===== config.mk =====
export PLATFORM = sky130hd
export DESIGN_NAME = anc_sample_feeder
export DESIGN_NICKNAME = d
export VERILOG_FILES = /design/src/rtl/anc_pkg.sv /design/src/rtl/anc_sync_fifo.sv /design/src/rtl/anc_sample_feeder.sv
export SDC_FILE = /design/constraint.sdc
export NUM_CORES = 1
export LEC_CHECK = 0
export CORE_UTILIZATION = 34
export CTS_BUF_LIST = sky130_fd_sc_hd__clkbuf_4
export CTS_CLUSTER_DIAMETER = 50
export DETAILED_ROUTE_END_ITERATION = 12
export SYNTH_ARGS = -nofsm -noshare
export SYNTH_HDL_FRONTEND = slang
export SYNTH_SLANG_ARGS = --single-unit
export TNS_END_PERCENT = 100

===== constraint.sdc =====
create_clock -name clock -period 17.3 [get_ports clock]
set_input_delay 4.325 -clock clock [delete_from_list [all_inputs] [get_ports clock]]
set_output_delay 4.325 -clock clock [all_outputs]
set_load 0.05 [all_outputs]

===== src/rtl/anc_pkg.sv =====
// anc_pkg: shared types for the ANC sample feeder
package anc_pkg;
  localparam int ANC_DATA_W = 12;
  typedef struct packed {
    logic signed [ANC_DATA_W-1:0] main_I;
    logic signed [ANC_DATA_W-1:0] main_Q;
    logic signed [ANC_DATA_W-1:0] noise_I;
    logic signed [ANC_DATA_W-1:0] noise_Q;
  } anc_sample_t;
  typedef enum logic {FEED_IDLE, FEED_RUN} feed_state_t;
endpackage


===== src/rtl/anc_sync_fifo.sv =====
// anc_sync_fifo: single-clock FIFO with occupancy count; full refuses push even on a same-cycle pop
module anc_sync_fifo #(
  parameter int WIDTH = 48,
  parameter int DEPTH = 8,
  localparam int AW = $clog2(DEPTH),
  localparam int LW = AW + 1
) (
  input  logic             clock,
  input  logic             reset,
  input  logic             push,
  input  logic             pop,
  input  logic [WIDTH-1:0] din,
  output logic [WIDTH-1:0] dout,
  output logic             full,
  output logic             empty,
  output logic [LW-1:0]    level
);
  logic [WIDTH-1:0] mem [DEPTH];
  logic [AW-1:0] wr_ptr, rd_ptr;
  logic do_push, do_pop;
  assign full = level == LW'(DEPTH);
  assign empty = level == '0;
  assign do_push = push && !full;
  assign do_pop = pop && !empty;
  assign dout = mem[rd_ptr];
  always_ff @(posedge clock) begin
    if (reset) begin
      wr_ptr <= '0;
      rd_ptr <= '0;
      level <= '0;
    end else begin
      if (do_push) wr_ptr <= wr_ptr + AW'(1);
      if (do_pop) rd_ptr <= rd_ptr + AW'(1);
      level <= level + LW'(do_push) - LW'(do_pop);
    end
  end
  always_ff @(posedge clock) if (do_push) mem[wr_ptr] <= din;
endmodule


===== src/rtl/anc_sample_feeder.sv =====
// anc_sample_feeder: buffers upstream samples and paces them onto the canceller buses,
// one sigEnable strobe per ENABLE_PERIOD slot once PREFILL samples are buffered
module anc_sample_feeder
  import anc_pkg::*;
#(
  parameter int DATA_BUS_SIZE = 12,
  parameter int FIFO_DEPTH = 8,
  parameter int ENABLE_PERIOD = 2,
  parameter int PREFILL = 1,
  localparam int LW = $clog2(FIFO_DEPTH) + 1
) (
  input  logic                            clock,
  input  logic                            reset,
  input  logic                            in_valid,
  output logic                            in_ready,
  input  logic signed [DATA_BUS_SIZE-1:0] in_main_I,
  input  logic signed [DATA_BUS_SIZE-1:0] in_main_Q,
  input  logic signed [DATA_BUS_SIZE-1:0] in_noise_I,
  input  logic signed [DATA_BUS_SIZE-1:0] in_noise_Q,
  output logic                            sigEnable,
  output logic signed [DATA_BUS_SIZE-1:0] signalChannel_I,
  output logic signed [DATA_BUS_SIZE-1:0] signalChannel_Q,
  output logic signed [DATA_BUS_SIZE-1:0] noiseChannel_I,
  output logic signed [DATA_BUS_SIZE-1:0] noiseChannel_Q,
  output logic [LW-1:0]                   fifo_level,
  output logic [15:0]                     underrun_count
);
  localparam int W = 4 * DATA_BUS_SIZE;
  localparam int PW = $clog2(ENABLE_PERIOD);
  feed_state_t state, state_d;
  logic [PW-1:0] phase, phase_d;
  logic slot, pop, full, empty;
  logic [W-1:0] head;
  assign in_ready = !full;
  anc_sync_fifo #(.WIDTH(W), .DEPTH(FIFO_DEPTH)) fifo (
    .clock (clock),
    .reset (reset),
    .push  (in_valid),
    .pop   (pop),
    .din   ({in_main_I, in_main_Q, in_noise_I, in_noise_Q}),
    .dout  (head),
    .full  (full),
    .empty (empty),
    .level (fifo_level)
  );
  // Underrun never drops back to IDLE; only reset re-arms the prefill wait.
  always_comb begin
    state_d = (state == FEED_IDLE && fifo_level >= LW'(PREFILL)) ? FEED_RUN : state;
    slot = state == FEED_RUN && phase == PW'(ENABLE_PERIOD - 1);
    phase_d = (state == FEED_RUN && !slot) ? phase + PW'(1) : '0;
    pop = slot && !empty;
  end
  always_ff @(posedge clock) begin
    if (reset) begin
      state <= FEED_IDLE;
      phase <= '0;
    end else begin
      state <= state_d;
      phase <= phase_d;
    end
  end
  always_ff @(posedge clock) begin
    if (reset) begin
      sigEnable <= 1'b0;
      {signalChannel_I, signalChannel_Q, noiseChannel_I, noiseChannel_Q} <= '0;
      underrun_count <= '0;
    end else begin
      sigEnable <= pop;
      if (pop) {signalChannel_I, signalChannel_Q, noiseChannel_I, noiseChannel_Q} <= head;
      if (slot && empty && underrun_count != 16'hFFFF) underrun_count <= underrun_count + 16'd1;
    end
  end
endmodule


======== Word-level counts from Yosys, hierarchy flattened ========
Memories as Yosys holds them, arrays and structs flattened. A register that Yosys moved wholly into a read port is not among the register bits.
Index checks and enable logic that the tools add are counted.
storage, ports and cells
  register bits ........................... 29
  memory bits (writable) .................. 384
  bits of input ports ..................... 51
  output and inout port bits .............. 70
  word-level logic and storage cells ...... 34
  memories kept ........................... 1
cells by class
  add/sub/neg operators ................... 6
  order comparisons ....................... 1
  eq/ne operators ......................... 2
  mux-type cells .......................... 2
  bitwise operators ....................... 2
  reduce and logical (&&, ||, !) cells .... 13
memory list
  memory    depth  width  read ports  clocked after memory_dff  wr ports  line                 text
  fifo.mem  8      48     1           1                         1         anc_sync_fifo.sv:18  logic [WIDTH-1:0] mem [DEPTH];
operators with widths
  cell                                                                    number
  16-bit by 1-bit adder with 16-bit output (second input constant)        1
  16-bit != test (second input constant)                                  1
  1-bit logical AND                                                       8
  3-bit by 1-bit adder with 3-bit output (second input constant)          2
  4-bit by 1-bit adder with 4-bit output                                  1
  4-bit equality test (second input constant)                             1
  4-bit by 1-bit >= comparator with 1-bit output (second input constant)  1
  4-bit zero test                                                         1
  4-bit by 1-bit subtractor with 4-bit output                             1
  1-bit zero test                                                         3
  1-bit two-way mux                                                       2
  1-bit inverter                                                          2
  2-bit OR reduction                                                      1
  1-bit adder (second input constant)                                     1

======== Logic depth before layout (Yosys ltp) ========
Gate-level depths: netlist of run 1.
  word-level depth ........................ 5
  gate-level depth with buffers ........... 13
  mapped depth without buffers ............ 12

======== Hierarchy ========
Synthesis of run 1 repeated with hierarchy kept, for this count alone.
second synthesis, totals
  cell total of the unflattened synthesis .. 957
  area total of the unflattened synthesis .. 17959.7 um^2
by module, submodules not included
  module             times used  cells an instance  area each (um^2)  sequential area each (um^2)
  anc_sync_fifo      1           636                15384.8           11791.3
  anc_sample_feeder  1           321                2575.0            1341.3

======== Worst setup path after synthesis of run 1 ========
Ideal clock, no wire load.
  path kind ............................... input to register
  start point ............................. input in_valid
  end point ............................... memory fifo.mem[0][0] (enable)
  library setup time ...................... 0.513 ns
  arrival time ............................ 8.134 ns
  required time ........................... 16.787 ns
  path slack .............................. 8.653 ns
  cell stages on the path ................. 3
  path buffers ............................ 0
  cell sequence ........................... a21boi_1 > nand2b_1 > nor3_1
on the way
  longest elaborated chain between the ends .. 3
RTL lines
  item                                     line                     text
  start: declaration                       anc_sample_feeder.sv:14  input logic in_valid,
  1-bit logical AND                        anc_sync_fifo.sv:23      assign do_push = push && !full;
  1-bit two-way mux                        anc_sync_fifo.sv:37      always_ff @(posedge clock) if (do_push) mem[wr_ptr] <= din;
  1-bit two-way mux (not written as such)  anc_sync_fifo.sv:37
  end: declaration                         anc_sync_fifo.sv:18
No other way between the ends.

======== Worst setup path in the final report of run 1 ========
  start point ............................. input in_valid
  end point ............................... memory fifo.mem[1][25] (enable)
on the way
  longest elaborated chain between the ends .. 3
RTL lines
  item                                     line                 text
  1-bit logical AND                        anc_sync_fifo.sv:23
  net fifo.do_push                         anc_sync_fifo.sv:20  logic do_push, do_pop;
  1-bit two-way mux                        anc_sync_fifo.sv:37
  1-bit two-way mux (not written as such)  anc_sync_fifo.sv:37
The timed path passes the listed nets, and every way through them passes these cells.

==> results.md, run 1 <==
- Nets: 1155
- First-pass GRT wire length: 54700 µm
- Routed Antenna Nets: 0
- Worst-path clk slew: 0.06 ns
- Post-Syn Area: 17500 µm²
- Fmax: 0.147 GHz
- Overall Global Routing Usage: 13.7%
- GP Congestion: 0.755
- Status: finished, final reports clean
- Initial antenna violation count: 4
- Core Area: 50500 µm²
- DIE WIDTH: 229 µm
- Xor/xnor share of the synthesized area: 0.702%
- Boundary Pins: 121
- Initial DRC count: 527
- Final setup vio count: 0
- Simple-Gate Fraction of Synth Area: 3.80%
- Skew-Pair Late Insertion Delay: 0.80 ns
- Die area: 52300 µm²
- Share of layout cells above drive strength 1: 27.2%
- Largest area contributor in the netlist: edfxtp_1
- Asr flop ratio synth: 0%
- Post-synth EDFFs: 384
- Sw Share: 25.1%
- Final Hold Vio Count: 0
- Crit path buffers/inverters: 2
- CTS Buf Count: 117
- Top cells by count, synth: edfxtp_1, mux4_2, nor2_1
- PortBufs: 120
- Hpwl dp: 19900 µm
- Main combinational cell family by area after synthesis: multiplexers
- Worst slew margin: 29.3%
- Post-DR vias/cell: 4.70
- Gr ovfl total: 0
- Avg Cell Area, Syn: 19.6 µm²
- CTS Root Cell: clkbuf_4
- Worst vdd ir: 61.4 µV
- CTS tree: built
- Mux contribution to synthesized area: 15.3%
- Min Clock Period, post-route: 6.81 ns
- CP delay by family, top: simple AND/OR/NAND/NOR gates
- Max-Cap Viols: 0
- Total number of vias: 8770
- Final period util: 39.4%
- Top-count cell post-synth: edfxtp_1
- Post-CTS Setup Repair Bufs: 0
- Pint: 1910 µW
- Clk sink count: 461
- Slew of the pin with the lowest slew margin: 1.06 ns
- Final Skew: 0.0351 ns
- Comb pwr share: 12.1%
- Power Density: 122 nW/µm²
- DIE HEIGHT: 229 µm
- Hold Crit Class: reg -> reg
- Initial Util: 34.6%
- Worst EP required: 17.71 ns
- Leakage: 0.00653 µW
- Ys flop type: edfxtp_1
- Max Buffers Root-to-Sink: 3
- Mapped Cells: 890
- RSZ-0062 raised after global routing: no
- Setup_tns: 0 ns
- Crit path DAT: 7.22 ns
- Post-cts sizing count: 0
- H-tree levels: 3
- CP peak stage delay: 0.86 ns
- Clk pwr share: 37.0%
- Num rows: 82
- P&R area growth vs syn: 19.9%
- WS Path Type: in -> reg
- Slowest CP cell: nor3_2
- Switching pwr: 638 µW
- Register area share after synthesis: 74.8%
- Util after Layout: 41.5%
- DRC: 0
- Post-synthesis register bit count: 461
- Drt wl/cell: 18.8 µm
- First-pass DRT Iterations: 4
- CP startpoint kind: primary input
- Largest net degree at the start of global routing: 79
- Slew Viols, Final: 0
- Hold-fix buffers at CTS: 0
- Cell breakdown of the critical path: clkdlybuf4s50_1, a21boi_1, nand2_1, nor3_2, buf_4
- Share of the synthesized area in the top cell type: 66.0%
- Max FO, Critical Path: 38
- Critical Path End Type: register
- Synth area leaders: edfxtp_1, mux4_2, dfxtp_1, mux2i_1, a211oi_1
- Post-Syn Nets: 951
- Reg power frac: 50.9%
- Synth cell types: 47
- Fill cells: 4544
- Vias in the first global route: 9377
- Adder-cell share of the synthesized area: 0.759%
- Compound-gate portion of the synthesized area: 2.71%
- Synth Warn #: 0
- Wirelength, routed: 35000 µm
==> layer usage <==
layer | global-route usage (%) | part of all wire [%]
met1 | 17.9 | 45
met2 | 21.8 | 48
met3 | 3.58 | 5.5
met4 | 5.41 | 2.0
met5 | 0 | 0.077
==> final timing paths <==
kind / end / slack (ns) / from / depth (start not counted)
worst min register to register: signalChannel_Q[8] / 0.49 / signalChannel_Q[8] / 2
worst max-delay path: fifo.mem[1][25] / 10.49 / in_valid / 5
worst max register to register: fifo.mem[1][25] / 13.89 / fifo.level[1] / 5
worst min-delay path: signalChannel_Q[8] / 0.49 / signalChannel_Q[8] / 2
==> placed cells by master (no fill, tap or decap), types with 3 or more instances in the layout <==
| cell | netlist | layout |
|---|---|---|
| a211oi_1 | 49 | 49 |
| a21oi_1 | 6 | 6 |
| and3_1 | 3 | 3 |
| buf_4 | 7 | 13 |
| clkbuf_4 | 2 | 187 |
| clkdlybuf4s50_1 | 0 | 119 |
| clkinv_1 | 0 | 20 |
| clkinv_2 | 0 | 5 |
| dfxtp_1 | 77 | 74 |
| dfxtp_4 | 0 | 3 |
| edfxtp_1 | 384 | 384 |
| ha_1 | 9 | 9 |
| inv_1 | 9 | 9 |
| mux2i_1 | 50 | 50 |
| mux4_2 | 96 | 96 |
| nand2_1 | 15 | 15 |
| nand2b_1 | 4 | 4 |
| nand3_1 | 9 | 9 |
| nand4_1 | 8 | 8 |
| nor2_1 | 80 | 74 |
| nor2_4 | 0 | 6 |
| nor3_2 | 1 | 3 |
| xnor2_1 | 6 | 6 |
| xor2_1 | 8 | 8 |
==> area by class of cell <==
type                    instances  area [µm²]  area share (%)
diodes                          2        5.00          0.0239
inverters                      10        40.0           0.191
clock buffers                 187        1400            6.70
repair buffers                132        1290            6.15
flip-flops and latches        461       13100            62.4
well taps                     672         841            4.01
clock inverters                28         164           0.782
multi-input cells             372        4130            19.7
==> through the flow <==
stage	total power, µW	hold WS, ns	instances	cell area (µm²)	setup slack [ns]
global route	2670	0.508	1863	20900	10.31
detailed placement	1640	0.493	1647	19400	9.66
global placement	1630	0.482	1647	19400	9.69
floorplan	1530	0.463	890	17500	8.65
finish	2550	0.495	1864	21000	10.49
CTS	2590	0.501	1862	20900	10.52
==> tightest hold or removal path, cell delays in order (launching register included) <==
cell and delay [ns]:
dfxtp_1 0.31, nor2_1 0.09, a211oi_1 0.05
==> kinds of logic (layout without fill, tap and decap cells) <==
kind of cell,count (synthesis),count (layout)
AOI/OAI and AO/OA,64,64
muxes,147,147
xor gates and xnor gates,14,14
adders and majority gates,10,10
other,0,2
buffers and inverters,57,357
and+or+nand+nor,137,137
DFF,461,461
==> state kept, by name, indices dropped and copies added (netlist names) <==
| name | count |
|---|---|
| signalChannel_I | 12 |
| underrun_count | 16 |
| fifo.mem | 384 |
| signalChannel_Q | 12 |
| phase | 1 |
| sigEnable | 1 |
| noiseChannel_I | 12 |
| noiseChannel_Q | 12 |
| state | 1 |
| fifo.wr_ptr | 3 |
| fifo.rd_ptr | 3 |
| fifo.level | 4 |
==> power by group through the flow <==
stage / registers (µW) / logic, µW / clock network (µW)
finish: 1300 / 308 / 941
global route: 1300 / 334 / 1030
CTS: 1300 / 316 / 975
detailed placement: 1320 / 314 / 0
global placement: 1320 / 311 / 0
floorplan: 1370 / 160 / 0
No activity file was read; power rests on OpenSTA's default activity.
==> run 2, diff against run 1 <==
==> constraint.sdc (replaced) <==
create_clock -name clock -period 6.74 [get_ports clock]
set_input_delay 1.685 -clock clock [delete_from_list [all_inputs] [get_ports clock]]
set_output_delay 1.685 -clock clock [all_outputs]
set_load 0.05 [all_outputs]
==> run 2 against run 1 <==
Effect of this change: global-route usage up 0.34 points; setup slack worse by 7.7 ns; largest power group unchanged; clock power rose to 2.7 times the previous value; sequential power rose to 2.6 times the previous value; total power rose to 2.6 times the previous value; worst hold slack better by 0.0038 ns; clock skew up 0.021 ns; clock-buffer cell count down 6; via count up 1.3%; combinational power rose to 2.6 times the previous value; sequential share of layout area down 0.34 points; core utilization up 0.23 points; critical path type is now reg -> out.
==> results.md, run 2 (synthesized netlist as in run 1, its figures left out) <==
- Status: finished, final reports clean
- Final total power: 6680 µW (+160%)
- Post-DR vias/cell: 4.77 (+1.3%)
- Initial antenna violation count: 4 (unchanged)
- Crit path DAT: 2.29 ns (-4.93 ns)
- P&R area growth vs syn: 20.5%
- Core Area: 50500 µm² (unchanged)
- H-tree levels: 3 (unchanged)
- Overall Global Routing Usage: 14.0% (+0.34 points)
- Leakage: 0.00658 µW (+0.72%)
- Max FO, Critical Path: 7 (-82%)
- Fmax: 0.252 GHz
- Final period util: 58.9%
- Reg-to-reg endpoint: fifo.mem[2][28]
- Initial DRC count: 560 (+6.3%)
- Initial Util: 34.6% (unchanged)
- Largest register FFs: 384 (unchanged)
- Setup ws final: 2.77 ns (-7.72 ns)
- Vias in the first global route: 9591 (+2.3%)
- Commonest non-fill, non-tap cells in the layout: edfxtp_1, clkbuf_4, clkdlybuf4s50_1, mux4_2
- Routed Antenna Nets: 0 (unchanged)
- Leading cell type in the layout, fill and taps excluded: edfxtp_1
- Min Clock Period, post-route: 3.97 ns
- Setup Slack @ Placement: 1.92 ns (-7.74 ns)
- Final setup vio count: 0 (unchanged)
- Critical Path End Type: output port
- Post-Layout Cell Count: 1864 (unchanged)
- Critical Path Sink: in_ready
- Hold Crit Class: reg -> reg
- Largest registers: fifo.mem (384), underrun_count (16)
- CP startpoint kind: register
- First-pass DRT Iterations: 7 (+3)
- Power Density: 317 nW/µm² (+160%)
- Hold Path Cell Cnt: 2 (unchanged)
- Post-cts sizing count: 0 (unchanged)
- Worst slew margin: 29.0% (-0.27 points)
- GP Congestion: 0.749 (-0.81%)
- Num rows: 82 (unchanged)
- Slew Viols, Final: 0 (unchanged)
- Share of layout cells above drive strength 1: 27.4% (+0.13 points)
- Boundary Pins: 121 (unchanged)
- Final Hold Vio Count: 0 (unchanged)
- Worst vdd ir: 192 µV (+210%)
- Die area: 52300 µm² (unchanged)
- DRC: 0 (unchanged)
- PortBufs: 120 (unchanged)
- DIE HEIGHT: 229 µm (unchanged)
- WS Path Type: reg -> out
- Wirelength, routed: 35800 µm (+2.2%)
- Max Buffers Root-to-Sink: 3 (unchanged)
- CTS Root Cell: clkbuf_4
- DIE WIDTH: 229 µm (unchanged)
- Hpwl dp: 21400 µm (+7.1%)
- Slowest CP cell: clkdlybuf4s50_1
- Worst setup path start: fifo.level[1]
- Top reg by flops: fifo.mem
- CP peak stage delay: 0.80 ns (-0.06 ns)
- Reg-to-reg startpoint: fifo.level[1]
- Final Skew: 0.0564 ns (+0.0213 ns)
- Reg-to-reg setup timing slack: 3.52 ns (-10.37 ns)
- Cells on worst reg2reg path: 5 (unchanged)
- RSZ-0062 raised after global routing: no
- Worst EP required: 5.06 ns (-12.65 ns)
- Placed cells: 1650 (+0.18%)
- Max-Cap Viols: 0 (unchanged)
- CTS tree: built
- Hold-fix buffers at CTS: 0 (unchanged)
- Post-CTS Setup Repair Bufs: 0 (unchanged)
- Worst-path clk slew: 0.06 ns (about the same)
- Gr ovfl total: 0 (unchanged)
- Nets: 1157 (+0.17%)
- First-pass GRT wire length: 55800 µm (+2.0%)
- Slew of the pin with the lowest slew margin: 1.06 ns (-0.00175 ns)
- Skew-Pair Late Insertion Delay: 0.84 ns (+0.04 ns)
- Clk sink count: 461 (unchanged)
- Total number of vias: 8885 (+1.3%)
- Setup_tns: 0 ns (unchanged)
- Drt wl/cell: 19.2 µm (+2.2%)
- Largest net degree at the start of global routing: 79 (unchanged)
- Cell breakdown of the critical path: nor2_1, nand2_1, clkdlybuf4s50_1
- CTS Buf Count: 116 (-0.85%)
[run 2: changes by cell type in the layout (fill, tap and decap cells not counted), moves of 2 or more]
cell       before  now
buf_4          13   15
clkinv_1       20   17
bufinv_16       2    6
clkbuf_4      187  181
diode_2         2    4
[run 2: worst max-delay path, delay by kind of cell (launching register included)]
family	cells	cell delay, ns
DFF	1	0.49
and+or+nand+nor	2	0.20
buffers and inverters	1	0.80
[run 2: how the worst min path moves through the flow]
stage | from | to | slack, ns
finish | signalChannel_Q[3] | signalChannel_Q[3] | 0.50
global route | noiseChannel_I[7] | noiseChannel_I[7] | 0.52
CTS | signalChannel_I[7] | signalChannel_I[7] | 0.50
detailed placement | signalChannel_I[7] | signalChannel_I[7] | 0.49
global placement | underrun_count[14] | underrun_count[14] | 0.48
floorplan | phase | phase | 0.46
[run 2: report_power, final]
group | leakage (µW) | internal, µW | switching, µW | total, µW
registers | 0.00411 | 3260 | 75.1 | 3330
clock network | 0.000970 | 1450 | 1100 | 2550
logic | 0.00150 | 321 | 475 | 796
[run 2: cell type report]
cell class / count / area, µm²
Fill cell: 4592 / 29400
Sequential cell: 461 / 13100
Multi-Input combinational cell: 372 / 4130
Clock buffer: 181 / 1360
Timing Repair Buffer: 135 / 1320
Tap cell: 672 / 841
Clock inverter: 29 / 284
Inverter: 10 / 40.0
Antenna cell: 4 / 10.0
[run 2: per-stage QoR]
step                      cell area, µm²  hold slack [ns]  util (%)
after floorplan                    17500            0.463         -
after global placement             19400            0.481      38.5
after detailed placement           19400            0.494      38.5
after CTS                          21100            0.504      41.7
after global routing               21100            0.523      41.7
final                              21100            0.499      41.7
[run 2: metal layers]
layer	wire length (µm)	share of wire [%]	GRT usage, %
met5	0	0	0
met4	764	2.1	4.80
met2	17400	49	22.6
met3	1910	5.3	4.09
met1	15700	44	18.1
==> run 3, diff against run 2 <==
==> constraint.sdc (replaced) <==
create_clock -name clock -period 3.87 [get_ports clock]
set_input_delay 0.9675 -clock clock [delete_from_list [all_inputs] [get_ports clock]]
set_output_delay 0.9675 -clock clock [all_outputs]
set_load 0.05 [all_outputs]
==> run 3 against run 2 <==
Effect of this change: sequential cell count unchanged; die area unchanged; clock power up 65%; cell area up 0.64%; core utilization up 0.27 points; clock-buffer cell count up 9; register-to-register slack worse by 2.2 ns; sequential share of layout area down 0.40 points; sequential power up 74%; worst hold slack worse by 0.0030 ns; clock skew down 0.012 ns.
==> results.md, run 3 (synthesized netlist as in run 1, its figures left out) <==
- Status: finished, final reports clean
- Reg-to-reg startpoint: fifo.level[1]
- Hpwl dp: 21300 µm (-0.27%)
- Reg-to-reg setup timing slack: 1.30 ns (-2.22 ns)
- Worst-path clk slew: 0.06 ns (about the same)
- Worst vdd ir: 260 µV (+36%)
- Max Buffers Root-to-Sink: 3 (unchanged)
- Hold Path Cell Cnt: 2 (unchanged)
- Cells on worst reg2reg path: 11 (+6)
- Setup ws final: 0.573 ns (-2.20 ns)
- Routed Antenna Nets: 0 (unchanged)
- Largest registers: fifo.mem (384), underrun_count (16)
- CTS Root Cell: clkbuf_4
- Final Hold Vio Count: 0 (unchanged)
- DRC: 0 (unchanged)
- Multi-input gate area: 4140 µm² (+0.30%)
- CTS tree: built
- Initial DRC count: 488 (-13%)
- Skew-Pair Late Insertion Delay: 0.83 ns (about the same)
- Reg-to-reg endpoint: fifo.level[2]
- Largest register FFs: 384 (unchanged)
- Boundary Pins: 121 (unchanged)
- Initial Util: 34.6% (unchanged)
- Initial antenna violation count: 4 (unchanged)
- Leakage: 0.00663 µW (+0.75%)
- CP startpoint kind: register
- Worst EP required: 2.90 ns (-2.16 ns)
- Hold Crit Class: reg -> reg
- Worst slew margin: 29.3% (+0.31 points)
- Fmax: 0.303 GHz
- Critical Path End Type: output port
- Leading cell type in the layout, fill and taps excluded: edfxtp_1
- Post-CTS Setup Repair Bufs: 0 (unchanged)
- Fill cells: 4531 (-1.3%)
- Commonest non-fill, non-tap cells in the layout: edfxtp_1, clkbuf_4, clkdlybuf4s50_1, mux4_2
- Register Area: 13100 µm² (unchanged)
- Nets: 1169 (+1.0%)
- Largest net degree at the start of global routing: 60 (-24%)
- Gr ovfl total: 0 (unchanged)
- Post-cts sizing count: 0 (unchanged)
- Overall Global Routing Usage: 14.3% (+0.23 points)
- P&R area growth vs syn: 21.3%
- GP Congestion: 0.743 (-0.87%)
- Post-DR vias/cell: 4.74 (-0.46%)
- Max-Cap Viols: 0 (unchanged)
- DIE HEIGHT: 229 µm (unchanged)
- Slew Viols, Final: 0 (unchanged)
- Share of layout cells above drive strength 1: 28.6% (+1.2 points)
- Final setup vio count: 0 (unchanged)
- RSZ-0062 raised after global routing: no
- Num rows: 82 (unchanged)
- PortBufs: 120 (unchanged)
- Hold-fix buffers at CTS: 0 (unchanged)
- Clk sink count: 461 (unchanged)
- Wirelength, routed: 36300 µm (+1.4%)
- DIE WIDTH: 229 µm (unchanged)
- Max FO, Critical Path: 7 (unchanged)
- Power Density: 540 nW/µm² (+70%)
- Min Clock Period, post-route: 3.30 ns
- CTS Buf Count: 117 (+0.86%)
- H-tree levels: 3 (unchanged)
- Crit path DAT: 2.33 ns (+0.04 ns)
- Slew of the pin with the lowest slew margin: 1.06 ns (+0.00115 ns)
- Worst Hold Margin: 0.496 ns (-0.00300 ns)
- Core Area: 50500 µm² (unchanged)
- WS Path Type: reg -> out
- Vias in the first global route: 9498 (-0.97%)
- Hold EP: signalChannel_Q[3]
- Hold_sp: signalChannel_Q[3]
- Die area: 52300 µm² (unchanged)
- First-pass GRT wire length: 56100 µm (+0.56%)
- Drt wl/cell: 19.4 µm (+0.83%)
- Total number of vias: 8892 (+0.079%)
- Final period util: 85.2%
- Top reg by flops: fifo.mem
- Final Skew: 0.0442 ns (-0.0122 ns)
- Setup Slack @ Placement: 0.737 ns (-1.18 ns)
- First-pass DRT Iterations: 5 (-2)
==> run 3: cell types whose count changed in the layout (fill, tap and decap cells not counted), moves of 2 or more <==
cell        previous run  this run
buf_12                 1        10
clkbuf_4             181       190
clkinv_1              17        11
bufinv_16              6         2
buf_4                 15        17
clkinvlp_4             0         2
diode_2                4         2
nor3_2                 3         1
nor3_4                 1         3
==> run 3: cell type report <==
cell class | count | share of cell area [%]
timing repair buffer | 146 | 7.16
inverter | 10 | 0.189
multi-input combinational | 372 | 19.5
clock inverter | 21 | 0.702
antenna | 2 | 0.0236
clock buffer | 190 | 6.73
sequential | 461 | 61.7
tap | 672 | 3.97
==> run 3: how the worst max path moves through the flow <==
stage                  startpoint              to
finish              fifo.level[1]        in_ready
global route        fifo.level[1]        in_ready
CTS                 fifo.level[2]        in_ready
detailed placement       in_valid  fifo.mem[0][4]
global placement         in_valid  fifo.mem[0][3]
floorplan           fifo.level[2]  fifo.mem[4][0]
==> run 3: worst max-delay path: stages, from the launching register on <==
cell and delay (ns):
dfxtp_1 0.49, nor2_1 0.11, nand2_1 0.10, clkdlybuf4s50_1 0.81
==> run 3: report_power, final <==
part / total, µW / leakage [µW] / internal (µW) / switching [µW]
Combinational: 1430 / 0.00158 / 584 / 850
Sequential: 5800 / 0.00411 / 5670 / 133
Clock: 4210 / 0.000944 / 2340 / 1880
==> run 3: per-layer routing <==
layer / vias to the layer above / global-route usage (%) / share of wire, %
met5: - / 0 / 0.074
met4: 4 / 5.37 / 1.9
met3: 63 / 3.99 / 5.3
met2: 219 / 22.7 / 48
met1: 4487 / 18.5 / 45
li1: 4119 / - / -
==> run 3: stage by stage <==
stage	util, %	setup TNS [ns]	std cells	power (µW)	area [µm²]
after floorplan	-	-31.40	890	6840	17500
after global placement	38.9	0	1661	7360	19600
after detailed placement	38.9	0	1661	7380	19600
after CTS	42.0	0	1872	11700	21200
after global routing	42.0	0	1873	12000	21200
final	42.0	0	1874	11500	21200
